[src/rtl/cdb_broadcast_arbiter.sv]
// Result broadcast arbiter: one holding register per producer, round-robin pick of one
// held result per cycle, registered broadcast, and branch-flush kill of younger results.
module cdb_broadcast_arbiter #(
  parameter int NUM_REQ = 3,
  parameter int MAP_W   = 6,
  parameter int REG_W   = 5,
  parameter int DATA_W  = 32,
  parameter int NUM_W   = 32
) (
  input  logic                        CLK,
  input  logic                        RESET,
  input  logic [NUM_REQ-1:0]          req_valid,
  output logic [NUM_REQ-1:0]          req_ready,
  input  logic [NUM_REQ-1:0]          req_wr,
  input  logic [NUM_REQ*MAP_W-1:0]    req_map,
  input  logic [NUM_REQ*REG_W-1:0]    req_reg,
  input  logic [NUM_REQ*DATA_W-1:0]   req_val,
  input  logic [NUM_REQ*NUM_W-1:0]    req_instr_num,
  input  logic                        flush,
  input  logic [NUM_W-1:0]            flush_instr_num,
  output logic                        broadcast_flag,
  output logic [MAP_W-1:0]            broadcast_map,
  output logic [REG_W-1:0]            broadcast_reg,
  output logic [DATA_W-1:0]           broadcast_val,
  output logic [NUM_W-1:0]            exe_instr_num,
  output logic                        complete_flag_rob,
  output logic [15:0]                 conflict_cnt
);
  localparam int PTR_W = (NUM_REQ > 1) ? $clog2(NUM_REQ) : 1;

  // Handshake: producer i transfers on a cycle where req_valid[i] && req_ready[i];
  // ready never depends on valid, and a flushed-young request is still consumed.
  logic [NUM_REQ-1:0] hold_v_q, hold_v_d;
  logic [NUM_REQ-1:0] hold_wr_q;
  logic [MAP_W-1:0]   hold_map_q [NUM_REQ];
  logic [REG_W-1:0]   hold_reg_q [NUM_REQ];
  logic [DATA_W-1:0]  hold_val_q [NUM_REQ];
  logic [NUM_W-1:0]   hold_num_q [NUM_REQ];

  logic [PTR_W-1:0]   rr_ptr_q, rr_ptr_d;
  logic [15:0]        cnt_q, cnt_d;

  logic               bc_flag_q, cmp_flag_q;
  logic [MAP_W-1:0]   bc_map_q;
  logic [REG_W-1:0]   bc_reg_q;
  logic [DATA_W-1:0]  bc_val_q;
  logic [NUM_W-1:0]   bc_num_q;

  logic [NUM_REQ-1:0] kill, young_in, elig, grant, accept, load;
  logic [PTR_W-1:0]   win;
  logic               found;

  always_comb begin
    kill     = '0;
    young_in = '0;
    for (int i = 0; i < NUM_REQ; i++) begin
      kill[i]     = flush && hold_v_q[i] && (hold_num_q[i] > flush_instr_num);
      young_in[i] = flush && (req_instr_num[i*NUM_W +: NUM_W] > flush_instr_num);
    end
  end

  // Round-robin search starting at rr_ptr over the entries that survive a flush.
  always_comb begin
    elig  = hold_v_q & ~kill;
    found = 1'b0;
    win   = '0;
    grant = '0;
    for (int k = 0; k < NUM_REQ; k++) begin
      for (int i = 0; i < NUM_REQ; i++) begin
        if (!found && elig[i] && (((int'(rr_ptr_q) + k) % NUM_REQ) == i)) begin
          found    = 1'b1;
          win      = PTR_W'(i);
          grant[i] = 1'b1;
        end
      end
    end
  end

  assign req_ready = RESET ? '0 : (~hold_v_q | grant);
  assign accept    = req_valid & req_ready;
  assign load      = accept & ~young_in;
  assign hold_v_d  = (hold_v_q & ~grant & ~kill) | load;

  always_comb begin
    rr_ptr_d = rr_ptr_q;
    if (found) begin
      rr_ptr_d = (win == PTR_W'(NUM_REQ - 1)) ? '0 : win + PTR_W'(1);
    end
    cnt_d = cnt_q;
    if (($countones(hold_v_q) > 1) && (cnt_q != 16'hFFFF)) begin
      cnt_d = cnt_q + 16'd1;
    end
  end

  always_ff @(posedge CLK) begin
    if (RESET) begin
      hold_v_q   <= '0;
      rr_ptr_q   <= '0;
      cnt_q      <= '0;
      bc_flag_q  <= 1'b0;
      cmp_flag_q <= 1'b0;
      bc_map_q   <= '0;
      bc_reg_q   <= '0;
      bc_val_q   <= '0;
      bc_num_q   <= '0;
    end else begin
      hold_v_q <= hold_v_d;
      rr_ptr_q <= rr_ptr_d;
      cnt_q    <= cnt_d;
      if (found) begin
        bc_flag_q  <= hold_wr_q[win];
        cmp_flag_q <= (hold_num_q[win] != '0);
        bc_map_q   <= hold_map_q[win];
        bc_reg_q   <= hold_reg_q[win];
        bc_val_q   <= hold_val_q[win];
        bc_num_q   <= hold_num_q[win];
      end else begin
        bc_flag_q  <= 1'b0;
        cmp_flag_q <= 1'b0;
      end
    end
  end

  // Payload needs no reset: it is only observed through hold_v_q.
  always_ff @(posedge CLK) begin
    for (int i = 0; i < NUM_REQ; i++) begin
      if (load[i]) begin
        hold_wr_q[i]  <= req_wr[i];
        hold_map_q[i] <= req_map[i*MAP_W +: MAP_W];
        hold_reg_q[i] <= req_reg[i*REG_W +: REG_W];
        hold_val_q[i] <= req_val[i*DATA_W +: DATA_W];
        hold_num_q[i] <= req_instr_num[i*NUM_W +: NUM_W];
      end
    end
  end

  assign broadcast_flag    = bc_flag_q;
  assign complete_flag_rob = cmp_flag_q;
  assign broadcast_map     = bc_map_q;
  assign broadcast_reg     = bc_reg_q;
  assign broadcast_val     = bc_val_q;
  assign exe_instr_num     = bc_num_q;
  assign conflict_cnt      = cnt_q;
endmodule

[config.mk]
export PLATFORM = sky130hd
export DESIGN_NAME = cdb_broadcast_arbiter
export DESIGN_NICKNAME = d
export VERILOG_FILES = /design/src/rtl/cdb_broadcast_arbiter.sv
export SDC_FILE = /design/constraint.sdc
export NUM_CORES = 1
export LEC_CHECK = 0
export BUFFER_PORTS_ARGS = -buffer_cell sky130_fd_sc_hd__buf_2
export CAP_MARGIN = 30
export CORE_MARGIN = 5
export CORE_UTILIZATION = 30
export DETAILED_ROUTE_END_ITERATION = 6
export PLACE_DENSITY = 0.56
export SYNTH_ARGS = -nofsm -noshare
export SYNTH_HDL_FRONTEND = slang
export SYNTH_SLANG_ARGS = --single-unit
export TNS_END_PERCENT = 50
[constraint.sdc]
create_clock -name CLK -period 9.8 [get_ports CLK]
set_input_delay 2.45 -clock CLK [delete_from_list [all_inputs] [get_ports CLK]]
set_output_delay 2.45 -clock CLK [all_outputs]
set_load 0.05 [all_outputs]
### Word level (Yosys, flattened, before mapping)

Memories as Yosys holds them, arrays and structs flattened. A register that Yosys moved wholly into a read port is not among the register bits.
Cells that the tools add are included.

* register bits after elaboration: 58
* RAM bits: 225
* input port bits: 266
* memories: 4

Memories
* hold_num_q: depth 3, width 32, rd ports 4, clocked after Yosys merged registers in 0, wr ports 3, line 38 `logic [NUM_W-1:0] hold_num_q [NUM_REQ];`
* hold_val_q: depth 3, width 32, rd ports 1, clocked after Yosys merged registers in 1, wr ports 3, line 37 `logic [DATA_W-1:0] hold_val_q [NUM_REQ];`
* hold_map_q: depth 3, width 6, rd ports 1, clocked after Yosys merged registers in 1, wr ports 3, line 35 `logic [MAP_W-1:0] hold_map_q [NUM_REQ];`
* hold_reg_q: depth 3, width 5, rd ports 1, clocked after Yosys merged registers in 1, wr ports 3, line 36 `logic [REG_W-1:0] hold_reg_q [NUM_REQ];`

* add/sub/neg operators: 6
* divide/modulo/power cells: 3
* $lt $le $gt $ge: 8
* eq/ne operators: 8
* multiplexer cells: 35
* bitwise gates (word level): 12
* reductions and logical operators: 40

Operators by type and width (count)
* greater-than comparator 32 bit: 6
* == test 32 x 2 -> 1 bit (second input constant): 3
* == test 32 x 3 -> 1 bit (second input constant): 3
* logical NOT 32 bit: 3
* remainder unit 32 x 3 -> 32 bit (second input constant): 2
* remainder unit 3 x 3 -> 32 bit (second input constant): 1
* nonzero test 32 bit: 1
* logical AND 1 bit: 27
* 2-to-1 mux 1 bit: 25
* adder 16 x 1 -> 16 bit (second input constant): 1
* 2-to-1 mux 2 bit: 8
* inequality test 16 bit (second input constant): 1
* AND 3 bit: 5
* inverter 3 bit: 4
* logical NOT 1 bit: 8
* OR 3 bit: 2
* adder 2 x 1 -> 3 bit: 1
* adder 2 x 1 -> 3 bit (second input constant): 1
* adder 2 x 2 -> 3 bit (second input constant): 1
* greater-than comparator 3 x 1 -> 1 bit (second input constant): 1
* less-than comparator 2 x 3 -> 1 bit (second input constant): 1
* 2-to-1 mux 3 bit: 1
* adder 1 x 1 -> 2 bit: 1
* adder 2 x 1 -> 2 bit (second input constant): 1
* other kinds (4): 4

### Logic depth before layout (Yosys ltp)

An unclocked memory read counts as a cell.

* depth in word-level cells: 45
* mapped depth: 16
* mapped depth without buffers: 13

### Worst setup path before layout

Ideal clock, no wire load.

* path type: input to register
* start point: in flush_instr_num[30]
* end point: mem hold_map_q[2][0] (enable)
* arrival time: 9.148 ns
* slack: 0.141 ns
* cell stages on the path: 16
* path buffers: 3
* cells stage by stage: inv_1 > ha_1 > nand4_1 > or4_1 > nor3b_1 > o41ai_1 > nand4_1 > o211a_1 > and2_1 > buf_6 > clkbuf_1 > clkbuf_1 > nor2_1 > nor2_1 > o211ai_1 > nor2_1

RTL lines
* start: declaration: line 20 `input logic [NUM_W-1:0] flush_instr_num,`
* end: declaration: line 35

### Final worst setup path

* start point: in flush_instr_num[27]
* end point: out req_ready[2]

* longest elaborated chain between the ends: 40
* elaborated cells on any way between the ends: 46
* classes of those cells: order compare (3); mux (12); bitwise (3); reduce/logical (28)

RTL lines
* greater-than comparator 32 bit: line 57 `kill[i] = flush && hold_v_q[i] && (hold_num_q[i] > flush_instr_num);`
* logical AND 1 bit: line 57
* inverter 3 bit *: line 64 `elig = hold_v_q & ~kill;`
* AND 3 bit *: line 64
* logical AND 1 bit: line 70 `if (!found && elig[i] && (((int'(rr_ptr_q) + k) % NUM_REQ) == i)) begin`
* 2-to-1 mux 1 bit: line 70
* logical NOT 1 bit: line 70
* logical AND 1 bit (2 in series): line 70
* (+21 left out)
* logical NOT 1 bit: line 70
* logical AND 1 bit (2 in series): line 70
* 2-to-1 mux 1 bit: line 70
* logical NOT 1 bit: line 70
* logical AND 1 bit (2 in series): line 70
* 2-to-1 mux 1 bit *: line 70
* OR 3 bit *: line 79 `assign req_ready = RESET ? '0 : (~hold_v_q | grant);`
* 2-to-1 mux 3 bit *: line 79
* end: declaration: line 13 `output logic [NUM_REQ-1:0] req_ready,`

Every way passes the cells marked *; elsewhere a longest branch is shown, timed or not.

==> results.json <==
{
  "status": "finished clean",
  "io_pins": 362,
  "met1_usage_pct": 23.8,
  "synth_edf_count": 228,
  "vias": 13500,
  "gp_congestion": 0.883,
  "ys.flop_type": "edfxtp_1",
  "path_max_fanout": 22,
  "reg2reg_depth": 14,
  "die_w_um": 245,
  "drive_gt1_share_pct": 24.9,
  "slew_headroom_pct": 42.0,
  "synth_cells": 1445,
  "setup_viol": 0,
  "cts_setup_buffers": 0,
  "slew_violations": 0,
  "ctsHoldBuffers": 0,
  "ys_top_cells_by_count": "edfxtp_1, ha_1, nor2_1",
  "gr-usage-met3_pct": 3.95,
  "busiest_layer": "met2",
  "rows": 86,
  "synth.largest_area_cell": "edfxtp_1",
  "vdd_ir_drop_max_uv": 127,
  "cp.required_ns": 7.35,
  "die_area_mm2": 0.0599,
  "synth_most_common_cell": "edfxtp_1",
  "cap_violations": 0,
  "power.total_mw": 4.42,
  "hold_depth": 2,
  "antenna_found_initial": 8,
  "async_reset_ff_share_pct": 0,
  "grt_pass1_vias": 13600,
  "worstSetupEndpointType": "output port",
  "grt_overflow_total": 0,
  "synth.area.top_cells": "edfxtp_1, ha_1, dfxtp_1, a21oi_1, nand4_1",
  "hold_viol": 0,
  "clock_sinks": 326,
  "worstPathArrival_ns": 6.07,
  "port_buffers": 361,
  "grtUsageTotal_pct": 18.8,
  "seq_area_frac_synth_pct": 53.3,
  "fin_setup_tns_ns": 0,
  "synth.top_cell.area_share_pct": 41.4,
  "grt_max_degree": 70,
  "synth_area_per_cell_um2": 11.4,
  "post-route-util_pct": 37.4,
  "detail-route-antenna-nets": 0,
  "coreArea_mm2": 0.0549,
  "dp_hpwl_um": 44300,
  "p_per_area_mw_per_mm2": 215,
  "min_from": "rr_ptr_q[0]$_SDFFE_PP0N_",
  "cts_made_buffers": 39,
  "drcViolationCount": 0,
  "fin_nets": 2261,
  "vias_per_cell": 5.30,
  "reg.largest.list": "hold_num_q: 96 flops, hold_val_q: 96 flops",
  "clk_latency_ns": 0.58,
  "htree_num_levels": 2,
  "tightest_slew_ns": 0.870,
  "cts_resized": 0,
  "leakage_nw": 8.37,
  "ys_warn_count": 0,
  "rr_startpoint": "hold_num_q[1][27]$_DFFE_PP_",
  "synthDistinctLibCells": 58,
  "syn2layout_area_growth_pct": 24.1,
  "grt_pass1_wl_um": 86000,
  "post-route-period-util_pct": 86.9,
  "wl_um": 58800,
  "post_drt_wl_per_cell_um": 23.1,
  "reg2reg_slack_ns": 4.45,
  "hold-path-endpoint": "rr_ptr_q[0]$_SDFFE_PP0N_",
  "finalCriticalPeriod_ns": 8.52,
  "crit_start": "flush_instr_num[27]",
  "cp-start-kind": "input pin",
  "rsz0062_at_grt": "false",
  "dp.cells": 2461,
  "synthesis.nets": 1907,
  "cts_root_buf": "clkbuf_16",
  "placed_area_mm2": 0.0192,
  "critPathKind": "input pin to output port",
  "fin_skew_ns": 0.0359,
  "dr.pass1.iters": 6,
  "worstReg2RegEnd": "complete_flag_rob$_SDFF_PP0_",
  "die_y_um": 245,
  "ys_ff_latch": 326,
  "cts_tree": "yes",
  "clk_pin_slew_ns": 0.07,
  "cts.path.max_buffers": 3,
  "drtIter0Drc": 990,
  "hold_class": "flop to flop",
  "postLayoutCellArea_mm2": 0.0205,
  "use_met2_pct": 32.3,
  "syn_area_mm2": 0.0165,
  "fill_cells": 5386,
  "fin_cells": 2540,
  "initial_core_util_pct": 30.1,
  "fmax_mhz": 117
}
-- area by class of cell --
type	count	area [um2]	share of cell area, %
flip-flops and latches	326	8810	42.9
multi-input cells	1000	7310	35.6
repair buffers	384	2050	9.99
clock buffers	56	1090	5.32
well taps	704	881	4.29
inverters	48	180	0.878
clock inverters	16	176	0.860
diodes	6	15.0	0.0732
-- layout by cell type, fill, tap and decap left out, drive strengths merged, types with 4 or more instances in the layout --
cell / n
a211oi: 21
a21o: 26
a21oi: 115
a221o: 20
a222oi: 23
a22o: 11
and3: 4
and4: 5
buf: 384
clkbuf: 56
clkinv: 10
dfxtp: 98
diode: 6
edfxtp: 228
ha: 196
inv: 50
nand2: 56
nand2b: 12
nand3: 59
nand4: 76
nor2: 122
nor2b: 17
nor3: 46
nor4: 9
o211ai: 47
o21a: 24
o21ai: 35
o31a: 21
xor2: 12
-- kinds of logic after synthesis --
family                   Yosys count  synth area share (%)
AND/OR/NAND/NOR                  418                  12.5
AO/OA/AOI/OAI                    370                  15.7
flip-flops                       326                  53.3
multiplexers                       2                 0.121
adder cells (fa/ha/maj)          196                  14.8
XOR/XNOR                          14                 0.742
buffers and inverters            119                  2.90
-- routing by layer --
layer / vias up / share of wire (%)
met5: - / 0
met4: 0 / 3.0
met3: 98 / 6.2
met2: 441 / 49
met1: 6557 / 42
li1: 6358 / -
-- per-stage QoR --
stage	worst slack [ns]	hold WS [ns]
floorplan	0.141	0.454
global placement	1.61	0.468
detailed placement	1.39	0.477
CTS	1.39	0.489
global route	1.14	0.512
finish	1.28	0.487
-- power by group --
part | switching [mW] | internal [mW] | leakage, nW
combinational | 0.911 | 0.366 | 4.85
sequential | 0.0737 | 1.63 | 2.92
clock | 0.603 | 0.837 | 0.606
total | 1.59 | 2.83 | 8.37
-- worst max-delay path, stage by stage --
cell and delay (ns):
buf_2 0.08, inv_1 0.10, ha_1 0.35, nand4_1 0.20
nor4_1 0.53, o211ai_1 0.20, a31oi_1 0.30, a211o_1 0.23
o211a_1 0.68, and2_4 0.26, nor2_1 0.04, nor2_1 0.28
buf_2 0.34
-- worst max path at each step --
stage / to / slack [ns]
3_5_place_dp: req_ready[2] / 1.39
6_report: req_ready[2] / 1.28
3_3_place_gp: req_ready[2] / 1.61
4_1_cts: req_ready[2] / 1.39
5_1_grt: req_ready[2] / 1.14
2_1_floorplan: hold_map_q[2][0]$_DFFE_PP_ / 0.14
Power figures use the tool's default switching activity.
